<file path="config.mk">
export PLATFORM = sky130hd
export DESIGN_NAME = vx_tex_dcr_bank_flat
export DESIGN_NICKNAME = d
export VERILOG_FILES = /design/src/rtl/vx_tex_dcr_bank_pkg.sv /design/src/rtl/vx_tex_dcr_bank_if.sv /design/src/rtl/vx_tex_dcr_slot.sv /design/src/rtl/vx_tex_dcr_bank.sv /design/src/flat_wrapper.sv
export SDC_FILE = /design/constraint.sdc
export NUM_CORES = 2
export LEC_CHECK = 0
export BUFFER_PORTS_ARGS = -buffer_cell sky130_fd_sc_hd__clkbuf_2
export CORE_UTILIZATION = 40
export DETAILED_ROUTE_END_ITERATION = 8
export SLEW_MARGIN = 25
export SYNTH_ARGS = -nofsm -noshare
export SYNTH_HDL_FRONTEND = slang
export SYNTH_SLANG_ARGS = --single-unit
</file>
<file path="constraint.sdc">
create_clock -name clk -period 2.7 [get_ports clk]
set_input_delay 0.81 -clock clk [delete_from_list [all_inputs] [get_ports clk]]
set_output_delay 0.81 -clock clk [all_outputs]
set_load 0.05 [all_outputs]
</file>
<file path="src/rtl/vx_tex_dcr_bank_pkg.sv">
// Texture DCR types, address map and field write/read helpers.
// Mip range follows TEX_LOD_MAX; optional readback uses TEX_DCR_READBACK_EN.
`ifndef TEX_LOD_MAX
`define TEX_LOD_MAX 3
`endif

package vx_tex_dcr_bank_pkg;

  localparam int LOD_MAX = `TEX_LOD_MAX;
  localparam int MIP_W   = 25;

  localparam logic [7:0] TEX_DCR_STAGE  = 8'd0;
  localparam logic [7:0] TEX_DCR_ADDR   = 8'd1;
  localparam logic [7:0] TEX_DCR_LOGDIM = 8'd2;
  localparam logic [7:0] TEX_DCR_FORMAT = 8'd3;
  localparam logic [7:0] TEX_DCR_FILTER = 8'd4;
  localparam logic [7:0] TEX_DCR_WRAP   = 8'd5;
  localparam logic [7:0] TEX_DCR_MIPOFF = 8'd6;
  localparam logic [7:0] TEX_DCR_COMMIT = 8'(7 + LOD_MAX);

  typedef enum logic [2:0] {
    FLD_NONE,
    FLD_ADDR,
    FLD_LOGDIM,
    FLD_FORMAT,
    FLD_FILTER,
    FLD_WRAP,
    FLD_MIPOFF
  } tex_dcr_field_e;

  typedef struct packed {
    logic [31:0]                  baddr;
    logic [3:0]                   logdim_v;
    logic [3:0]                   logdim_u;
    logic [2:0]                   format;
    logic [1:0]                   filter;
    logic [1:0]                   wrap_v;
    logic [1:0]                   wrap_u;
    logic [LOD_MAX:0][MIP_W-1:0]  mipoff;
  } tex_dcrs_t;

  function automatic tex_dcr_field_e dcr_field(
    input logic [7:0] a
  );
    tex_dcr_field_e f;
    unique case (1'b1)
      a == TEX_DCR_ADDR:   f = FLD_ADDR;
      a == TEX_DCR_LOGDIM: f = FLD_LOGDIM;
      a == TEX_DCR_FORMAT: f = FLD_FORMAT;
      a == TEX_DCR_FILTER: f = FLD_FILTER;
      a == TEX_DCR_WRAP:   f = FLD_WRAP;
      (a >= TEX_DCR_MIPOFF)
        && (a < TEX_DCR_COMMIT):
                           f = FLD_MIPOFF;
      default:             f = FLD_NONE;
    endcase
    return f;
  endfunction

  function automatic tex_dcrs_t dcr_write(
    input tex_dcrs_t      s,
    input tex_dcr_field_e f,
    input logic [7:0]     a,
    input logic [31:0]    d
  );
    tex_dcrs_t r;
    r = s;
    unique case (f)
      FLD_ADDR:   r.baddr = d;
      FLD_LOGDIM: begin
        r.logdim_v = d[19:16];
        r.logdim_u = d[3:0];
      end
      FLD_FORMAT: r.format = d[2:0];
      FLD_FILTER: r.filter = d[1:0];
      FLD_WRAP: begin
        r.wrap_v = d[17:16];
        r.wrap_u = d[1:0];
      end
      FLD_MIPOFF: begin
        for (int i = 0; i <= LOD_MAX; i++)
          if (a == 8'(TEX_DCR_MIPOFF + i))
            r.mipoff[i] = d[MIP_W-1:0];
      end
      default: ;
    endcase
    return r;
  endfunction

  function automatic logic [31:0] dcr_read(
    input tex_dcrs_t  s,
    input logic [7:0] a
  );
    logic [31:0] v;
    v = '0;
    unique case (dcr_field(a))
      FLD_ADDR:   v = s.baddr;
      FLD_LOGDIM: v = {12'b0, s.logdim_v, 12'b0, s.logdim_u};
      FLD_FORMAT: v = {29'b0, s.format};
      FLD_FILTER: v = {30'b0, s.filter};
      FLD_WRAP:   v = {14'b0, s.wrap_v, 14'b0, s.wrap_u};
      FLD_MIPOFF: begin
        for (int i = 0; i <= LOD_MAX; i++)
          if (a == 8'(TEX_DCR_MIPOFF + i))
            v = 32'(s.mipoff[i]);
      end
      default: ;
    endcase
    return v;
  endfunction

endpackage

</file>
<file path="src/rtl/vx_tex_dcr_bank_if.sv">
// DCR write strobe plus texture-pipe req/rsp handshake.
// master drives writes and requests; slave is the DCR bank.
interface vx_tex_dcr_bank_if
  import vx_tex_dcr_bank_pkg::*;
#(
  parameter int STAGE_W = 2,
  parameter int TAG_W   = 8
) ();

  logic               dcr_wr_valid;
  logic [7:0]         dcr_wr_addr;
  logic [31:0]        dcr_wr_data;
  logic               req_valid;
  logic               req_ready;
  logic [STAGE_W-1:0] req_stage;
  logic [TAG_W-1:0]   req_tag;
  logic               rsp_valid;
  logic               rsp_ready;
  tex_dcrs_t          rsp_dcrs;
  logic [TAG_W-1:0]   rsp_tag;

  modport master (
    output dcr_wr_valid, dcr_wr_addr, dcr_wr_data,
    output req_valid, req_stage, req_tag, rsp_ready,
    input  req_ready, rsp_valid, rsp_dcrs, rsp_tag
  );

  modport slave (
    input  dcr_wr_valid, dcr_wr_addr, dcr_wr_data,
    input  req_valid, req_stage, req_tag, rsp_ready,
    output req_ready, rsp_valid, rsp_dcrs, rsp_tag
  );

endinterface

</file>
<file path="src/rtl/vx_tex_dcr_slot.sv">
// One texture stage: shadow set written by the host, active set on commit.
// shadow port exists only with TEX_DCR_READBACK_EN.
module vx_tex_dcr_slot
  import vx_tex_dcr_bank_pkg::*;
(
  input  logic           clk,
  input  logic           reset_n,
  input  logic           wr_en,
  input  tex_dcr_field_e wr_field,
  input  logic [7:0]     wr_addr,
  input  logic [31:0]    wr_data,
  input  logic           commit,
`ifdef TEX_DCR_READBACK_EN
  output tex_dcrs_t      shadow,
`endif
  output tex_dcrs_t      active
);

  tex_dcrs_t shd;

  always_ff @(posedge clk or negedge reset_n) begin
    if (!reset_n) begin
      shd    <= '0;
      active <= '0;
    end else begin
      if (wr_en)
        shd <= dcr_write(shd, wr_field, wr_addr, wr_data);
      if (commit)
        active <= shd;
    end
  end

`ifdef TEX_DCR_READBACK_EN
  assign shadow = shd;
`endif

endmodule

</file>
<file path="src/rtl/vx_tex_dcr_bank.sv">
// Multi-stage texture DCR bank: shadow/active sets per stage, 1-cycle reads.
// TEX_DCR_READBACK_EN adds rb_addr/rb_data shadow readback of cur_stage.
module vx_tex_dcr_bank
  import vx_tex_dcr_bank_pkg::*;
#(
  parameter int NUM_STAGES = 4,
  parameter int TAG_W      = 8
) (
  input  logic              clk,
  input  logic              reset_n,
  vx_tex_dcr_bank_if.slave  bus
`ifdef TEX_DCR_READBACK_EN
  ,
  input  logic [7:0]        rb_addr,
  output logic [31:0]       rb_data
`endif
);

  localparam int STAGE_W =
    (NUM_STAGES > 1) ? $clog2(NUM_STAGES) : 1;

  logic [STAGE_W-1:0] cur_stage;
  logic               cur_ok;
  tex_dcr_field_e     wr_field;
  logic               is_stage;
  logic               req_ready;
  logic               rsp_valid_q;
  tex_dcrs_t          rsp_dcrs_q;
  logic [TAG_W-1:0]   rsp_tag_q;
  tex_dcrs_t          rd_dcrs;
  tex_dcrs_t          active [NUM_STAGES];
`ifdef TEX_DCR_READBACK_EN
  tex_dcrs_t          shadow [NUM_STAGES];
`endif

  assign wr_field = dcr_field(bus.dcr_wr_addr);
  assign is_stage = bus.dcr_wr_valid
                 && bus.dcr_wr_addr == TEX_DCR_STAGE;

  // Out-of-range stage values stay latched but gate all later writes.
  always_ff @(posedge clk or negedge reset_n) begin
    if (!reset_n) begin
      cur_stage <= '0;
      cur_ok    <= 1'b1;
    end else if (is_stage) begin
      cur_stage <= bus.dcr_wr_data[STAGE_W-1:0];
      cur_ok    <= bus.dcr_wr_data < 32'(NUM_STAGES);
    end
  end

  for (genvar g = 0; g < NUM_STAGES; g++) begin : g_slot
    logic sel;
    assign sel = bus.dcr_wr_valid && cur_ok
              && (cur_stage == STAGE_W'(g));
    vx_tex_dcr_slot u_slot (
      .clk      (clk),
      .reset_n  (reset_n),
      .wr_en    (sel && wr_field != FLD_NONE),
      .wr_field (wr_field),
      .wr_addr  (bus.dcr_wr_addr),
      .wr_data  (bus.dcr_wr_data),
      .commit   (sel && bus.dcr_wr_addr == TEX_DCR_COMMIT),
`ifdef TEX_DCR_READBACK_EN
      .shadow   (shadow[g]),
`endif
      .active   (active[g])
    );
  end

  always_comb begin
    rd_dcrs = '0;
    for (int i = 0; i < NUM_STAGES; i++)
      if (bus.req_stage == STAGE_W'(i))
        rd_dcrs = active[i];
  end

  assign req_ready = !rsp_valid_q || bus.rsp_ready;

  always_ff @(posedge clk or negedge reset_n) begin
    if (!reset_n) begin
      rsp_valid_q <= 1'b0;
      rsp_dcrs_q  <= '0;
      rsp_tag_q   <= '0;
    end else if (bus.req_valid && req_ready) begin
      rsp_valid_q <= 1'b1;
      rsp_dcrs_q  <= rd_dcrs;
      rsp_tag_q   <= bus.req_tag;
    end else if (bus.rsp_ready) begin
      rsp_valid_q <= 1'b0;
    end
  end

  assign bus.req_ready = req_ready;
  assign bus.rsp_valid = rsp_valid_q;
  assign bus.rsp_dcrs  = rsp_dcrs_q;
  assign bus.rsp_tag   = rsp_tag_q;

`ifdef TEX_DCR_READBACK_EN
  always_comb begin
    rb_data = '0;
    if (rb_addr == TEX_DCR_STAGE)
      rb_data = 32'(cur_stage);
    else if (cur_ok)
      for (int i = 0; i < NUM_STAGES; i++)
        if (cur_stage == STAGE_W'(i))
          rb_data = dcr_read(shadow[i], rb_addr);
  end
`endif

endmodule
</file>
<file path="src/flat_wrapper.sv">
// flat-port wrapper written by rule: the top's interface ports become plain ports
module vx_tex_dcr_bank_flat import vx_tex_dcr_bank_pkg::*;
#(
  parameter int NUM_STAGES = 4,
  parameter int TAG_W      = 8
)
  (clk, reset_n, bus_dcr_wr_valid, bus_dcr_wr_addr, bus_dcr_wr_data, bus_req_valid, bus_req_stage, bus_req_tag, bus_rsp_ready, bus_req_ready, bus_rsp_valid, bus_rsp_dcrs, bus_rsp_tag);
  vx_tex_dcr_bank_if #(.TAG_W(TAG_W)) bus_i ();
  input  logic clk;
  input  logic reset_n;
  input wire logic [$bits(bus_i.dcr_wr_valid)-1:0] bus_dcr_wr_valid;
  input wire logic [$bits(bus_i.dcr_wr_addr)-1:0] bus_dcr_wr_addr;
  input wire logic [$bits(bus_i.dcr_wr_data)-1:0] bus_dcr_wr_data;
  input wire logic [$bits(bus_i.req_valid)-1:0] bus_req_valid;
  input wire logic [$bits(bus_i.req_stage)-1:0] bus_req_stage;
  input wire logic [$bits(bus_i.req_tag)-1:0] bus_req_tag;
  input wire logic [$bits(bus_i.rsp_ready)-1:0] bus_rsp_ready;
  output wire logic [$bits(bus_i.req_ready)-1:0] bus_req_ready;
  output wire logic [$bits(bus_i.rsp_valid)-1:0] bus_rsp_valid;
  output wire logic [$bits(bus_i.rsp_dcrs)-1:0] bus_rsp_dcrs;
  output wire logic [$bits(bus_i.rsp_tag)-1:0] bus_rsp_tag;
  assign bus_i.dcr_wr_valid = bus_dcr_wr_valid;
  assign bus_i.dcr_wr_addr = bus_dcr_wr_addr;
  assign bus_i.dcr_wr_data = bus_dcr_wr_data;
  assign bus_i.req_valid = bus_req_valid;
  assign bus_i.req_stage = bus_req_stage;
  assign bus_i.req_tag = bus_req_tag;
  assign bus_i.rsp_ready = bus_rsp_ready;
  assign bus_req_ready = bus_i.req_ready;
  assign bus_rsp_valid = bus_i.rsp_valid;
  assign bus_rsp_dcrs = bus_i.rsp_dcrs;
  assign bus_rsp_tag = bus_i.rsp_tag;
  vx_tex_dcr_bank #(.NUM_STAGES(NUM_STAGES), .TAG_W(TAG_W)) u_core (.clk(clk), .reset_n(reset_n), .bus(bus_i));
endmodule
</file>
Word-level counts from Yosys, hierarchy flattened
Index checks and enable logic that the tools add are counted.
{"block": "classes", "order_cmp": 3, "reduce_logical": 59, "muxes": 7, "eq_ne": 22}
{"operator": "$mux W149", "count": 4}
{"operator": "$reduce_and A3 Y1", "count": 16}
{"operator": "$reduce_and A2 Y1", "count": 20}
{"operator": "$eq A8 B3 Y1 const B", "count": 4}
{"operator": "$lt A32 B3 Y1 const B", "count": 1}
{"operator": "$eq A8 B4 Y1 const B", "count": 3}
{"operator": "$pmux W3 S6", "count": 1}
{"operator": "$eq A8 B2 Y1 const B", "count": 2}
{"operator": "$logic_and A1 B1 Y1", "count": 16}
{"operator": "$eq A3 B3 Y1 const B", "count": 3}
{"operator": "$eq A2 B2 Y1 const B", "count": 4}
{"operator": "$eq A8 B1 Y1 const B", "count": 1}
{"operator": "$ge A8 B3 Y1 const B", "count": 1}
{"operator": "$logic_not A8 Y1", "count": 1}
{"operator": "$lt A8 B4 Y1 const B", "count": 1}
{"operator": "$eq A3 B2 Y1 const B", "count": 2}
{"operator": "$eq A2 B1 Y1 const B", "count": 2}
{"operator": "$logic_not A2 Y1", "count": 2}
{"operator": "$eq A3 B1 Y1 const B", "count": 1}
{"operator": "$reduce_bool A3 Y1", "count": 1}
{"operator": "$mux W1", "count": 2}
{"operator": "$reduce_bool A2 Y1", "count": 1}
{"operator": "$logic_not A1 Y1", "count": 1}
{"operator": "$logic_or A1 B1 Y1", "count": 1}
{"block": "totals", "input_bits": 55, "out_inout_bits": 159, "ff_bits": 1353, "wordCells": 194}

Depth between registers and ports, before layout
{"block": "depth", "word_depth": 6, "depth_mapped": 7, "ltp_nobuf": 4}

By module
From an unflattened synthesis, not the netlist that was laid out.
{"block": "unflattened", "hier_cells": 3137, "area_unflattened_um2": 55001.5}
{"module": "vx_tex_dcr_slot", "cells_per_inst": 643, "instances": 4, "area_each_um2": 11312.1, "seq_area_each_um2": 7457.2}
{"module": "vx_tex_dcr_bank", "cells_per_inst": 565, "instances": 1, "area_each_um2": 9753.1, "seq_area_each_um2": 4030.1}

Least setup slack after synthesis
No wires, ideal clock.
{"block": "synth_path", "kind": "in2reg", "start": "in bus_req_stage[0]", "end": "reg u_core.rsp_dcrs_q (netlist bit u_core.bus.rsp_dcrs[90])", "setup_time_ns": 0.125, "slack_ns": -0.051, "required_ns": 2.575, "cell_stages": 5, "arrival_time_ns": 2.626, "n_path_buf": 3, "cell_sequence": "clkbuf_1 clkbuf_1 buf_2 mux4_2 mux2_2"}
{"block": "synth_via", "elab_chain_len": 5, "word_cells_on_any_way": 8, "classes_between": "eq/ne (3); mux (4); reduce/logical (1)"}
{"item": "start: declaration", "line": "flat_wrapper.sv:15", "source": "input wire logic [$bits(bus_i.req_stage)-1:0] bus_req_stage;"}
{"item": "$logic_not A2 Y1", "line": "vx_tex_dcr_bank.sv:73", "source": "if (bus.req_stage == STAGE_W'(i))"}
{"item": "$mux W149 (3 in a row)", "line": "vx_tex_dcr_bank.sv:73"}
{"item": "$mux W149 (*)", "line": "vx_tex_dcr_bank.sv:73"}
{"item": "end signal: assignment", "line": "vx_tex_dcr_bank.sv:86", "source": "rsp_dcrs_q <= rd_dcrs;"}
{"item": "end: declaration", "line": "vx_tex_dcr_bank.sv:28", "source": "tex_dcrs_t rsp_dcrs_q;"}
Mark *: on every way between the ends. The rest lies on a longest branch, timed or not.
A chain may end at the register's enable or synchronous reset.

Worst setup path in the final report
{"block": "layout_path", "start": "reg u_core.rsp_valid_q, in the netlist u_core.bus.rsp_valid", "end": "out bus_req_ready"}
{"block": "layout_via", "elab_chain_len": 2}
{"item": "start: declaration", "line": "vx_tex_dcr_bank.sv:27", "source": "logic rsp_valid_q;"}
{"item": "start signal: assignment", "line": "vx_tex_dcr_bank.sv:81", "source": "rsp_valid_q <= 1'b0;"}
{"item": "start signal: assignment", "line": "vx_tex_dcr_bank.sv:85", "source": "rsp_valid_q <= 1'b1;"}
{"item": "start signal: assignment", "line": "vx_tex_dcr_bank.sv:89", "source": "rsp_valid_q <= 1'b0;"}
{"item": "$logic_not A1 Y1", "line": "vx_tex_dcr_bank.sv:77", "source": "assign req_ready = !rsp_valid_q || bus.rsp_ready;"}
{"item": "$logic_or A1 B1 Y1", "line": "vx_tex_dcr_bank.sv:77"}
{"item": "end: declaration", "line": "flat_wrapper.sv:18", "source": "output wire logic [$bits(bus_i.req_ready)-1:0] bus_req_ready;"}
Every way passes these cells.

==> results.json <==
{
  "r2r_cells": 5,
  "synth.distinct_cells": 28,
  "crit_type": "reg2out",
  "final_hold_viol_count": 0,
  "max_cap_violations": 0,
  "tns_ns": 0,
  "nFillCells": 11492,
  "grt_start_max_net_pins": 96,
  "critical_path_arrival_ns": 1.61,
  "globalRouteOverflowTotal": 0,
  "regToRegEndpoint": "u_core.g_slot[3].u_slot.shd[147]$_DFFE_PN0P_",
  "place.gp.congestion": 0.759,
  "routedWlPerCell_um": 23.7,
  "drc_errors": 64,
  "power_density_nw_per_um2": 647,
  "io_pins": 214,
  "grt_pass1_vias": 30063,
  "antenna_found_initial": 10,
  "total_power_uw": 41500,
  "design.core.area_um2": 134000,
  "root_buffer": "clkbuf_16",
  "path_clk_slew_ns": 0.06,
  "max-vdd-ir-drop_mv": 0.425,
  "viasPerCell": 5.23,
  "ys_ff_latch": 1353,
  "synth.area.top_cells": "dfrtp_1 63%, mux2_2 28%, mux4_2 6.2%, buf_2 0.81%, clkbuf_1 0.65%",
  "min_to": "u_core.bus.rsp_tag[6]$_DFFE_PN0P_",
  "timing.final.crit_share": 0.895,
  "syn_area_um2": 53900,
  "numPortBuffers": 213,
  "start_util": 0.403,
  "cts-htree-levels": 4,
  "hp-start": "bus_req_tag[6]",
  "clock-sinks": 1353,
  "cts_tree": "built",
  "post-route-min-period_ns": 2.42,
  "postRouteAntennaNets": 0,
  "worstPathMaxFanout": 3,
  "reg2reg_slack_ns": 0.45,
  "min_path_cells": 2,
  "die-area_um2": 136000,
  "yosysWarnings": 0,
  "holdCritPathClass": "in2reg",
  "violations": "DRC",
  "drive_gt1_frac": 0.602,
  "dr.pass1.iters": 8,
  "cts.path.max_buffers": 3,
  "post_cts_buffers": 0,
  "holdBufCountCts": 1,
  "dr.first_iter.drc_count": 1470,
  "ctsResizeCount": 0,
  "setup_viol": 0,
  "setup.worst_path.start_class": "flop",
  "rsz0062_at_grt": "no",
  "dp_cells": 5147,
  "yosys.area.top_type": "dfrtp_1",
  "synth_nets": 3219,
  "seq_area_frac_synth": 0.628,
  "yosys.area.top_type_share": 0.628,
  "final_util": 0.480,
  "cp-end-kind": "output port",
  "slew_headroom": 0.591,
  "worstMarginPinSlew_ns": 0.614,
  "fp.dieH_um": 369,
  "dpl.hpwl_um": 82200,
  "p_leak_uw": 0.0325,
  "crit_required_ns": 1.89,
  "fmax_ghz": 0.414,
  "rows": 134,
  "grt_usage": 0.194,
  "routed_wirelength_um": 128000,
  "layout.nets": 3582,
  "dieWidth_um": 369,
  "drv_slew": 0,
  "finClkSkew_ns": 0.0282,
  "synthToLayoutAreaGrowth_pct": 19.1,
  "synth_cells": 3164,
  "status": "finished, violations left",
  "r2r-start": "u_core.cur_ok$_DFFE_PN1P_",
  "avgSynthCellArea_um2": 17.0,
  "final_cells": 5407,
  "vias": 28269,
  "grt_pass1_wl_um": 197000,
  "clock_latency_ns": 0.76,
  "cts_inserted_buffers": 145
}
## cells in the mapped netlist
cell type,instances
mux4_2,149
dfrtp_1,1352
nor2_1,20
nand4_1,2
nand2_2,4
buf_4,1
mux2_1,3
clkbuf_1,94
nor4bb_1,1
nand3_1,7
nand2_1,19
dfstp_2,1
mux2_2,1349
buf_6,3
inv_1,1
and3_1,1
or2_1,1
nand4b_1,2
or4_4,1
nor3_2,9
or3_4,1
nand2b_1,5
nor3_1,2
buf_2,87
buf_1,38
nor2b_1,2
nor4_1,8
and2_1,1
## worst max-delay path: stages (launching register included)
cell      delay (ns)
dfrtp_1         0.37
nand2b_1        0.16
clkbuf_2        0.31
## cell type report
cell class                      instances  area (um2)  share of cell area
Clock buffer                          208        4260              0.0664
Tap cell                             1768        2210              0.0345
Timing Repair Buffer                  439        4160              0.0649
Antenna cell                            4        10.0            0.000156
Inverter                                1        3.75           0.0000585
Clock inverter                         47         505             0.00788
Sequential cell                      1353       33900               0.528
Multi-Input combinational cell       1587       19200               0.298
## power breakdown
part / leakage, uW / switching (uW) / internal, uW
Combinational: 0.0113 / 1010 / 399
Clock: 0.00236 / 8000 / 11800
Sequential: 0.0189 / 13.8 / 20300
## worst max-delay path by stage
| stage | slack [ns] | from | endpoint |
|---|---|---|---|
| 2_1_floorplan | 0.01 | bus_req_stage[0] | u_core.bus.rsp_dcrs[106]$_DFFE_PN0P_ |
| 3_3_place_gp | -0.38 | bus_dcr_wr_addr[5] | u_core.g_slot[2].u_slot.active[59]$_DFFE_PN0P_ |
| 3_5_place_dp | -0.36 | bus_dcr_wr_addr[5] | u_core.g_slot[2].u_slot.active[130]$_DFFE_PN0P_ |
| 4_1_cts | 0.20 | u_core.bus.rsp_valid$_DFFE_PN0P_ | bus_req_ready |
| 5_1_grt | 0.18 | u_core.bus.rsp_valid$_DFFE_PN0P_ | bus_req_ready |
| 6_report | 0.28 | u_core.bus.rsp_valid$_DFFE_PN0P_ | bus_req_ready |
## per-layer routing
metal / track usage / routed length [um]
met1: 0.281 / 60700
met2: 0.304 / 60300
met3: 0.0309 / 4410
met4: 0.0528 / 2840
met5: 0 / 13
## cells by family after synthesis
logic type / Yosys count / share of synthesized area
multiplexers: 1501 / 0.345
flip-flops: 1353 / 0.628
buffers and inverters: 224 / 0.0181
AND/OR/NAND/NOR: 86 / 0.00894
## registers in the layout, indices dropped and copies added (netlist names)
name                         count
u_core.cur_ok                    1
u_core.g_slot.u_slot.shd       596
u_core.cur_stage                 2
u_core.g_slot.u_slot.active    596
u_core.bus.rsp_dcrs            149
u_core.bus.rsp_valid             1
u_core.bus.rsp_tag               8
## cell usage in the layout (no fill, tap or decap), types with 3 or more instances in the layout
cell type / n
dfrtp_1: 1352
mux2_2: 1349
clkbuf_2: 210
clkbuf_16: 150
mux4_2: 149
buf_4: 116
buf_12: 110
clkbuf_8: 30
clkbuf_1: 29
clkinv_2: 27
nor2_1: 16
nand2_1: 14
bufinv_16: 9
nor4_1: 8
nand3_1: 7
nor3_4: 7
nand2_2: 7
inv_6: 6
nand2b_1: 5
diode_2: 4
mux2_1: 3
nor2_4: 3
clkinvlp_4: 3
## per-stage QoR
step                      setup slack (ns)  hold WS, ns  cell area [um2]
after global placement              -0.378        0.475            59400
final                                0.284        0.287            64200
after floorplan                     0.0132        0.459            53900
after CTS                            0.205        0.215            64200
after detailed placement            -0.362        0.478            59400
after global routing                 0.178        0.248            64200
(Power assumes the default switching activity.)
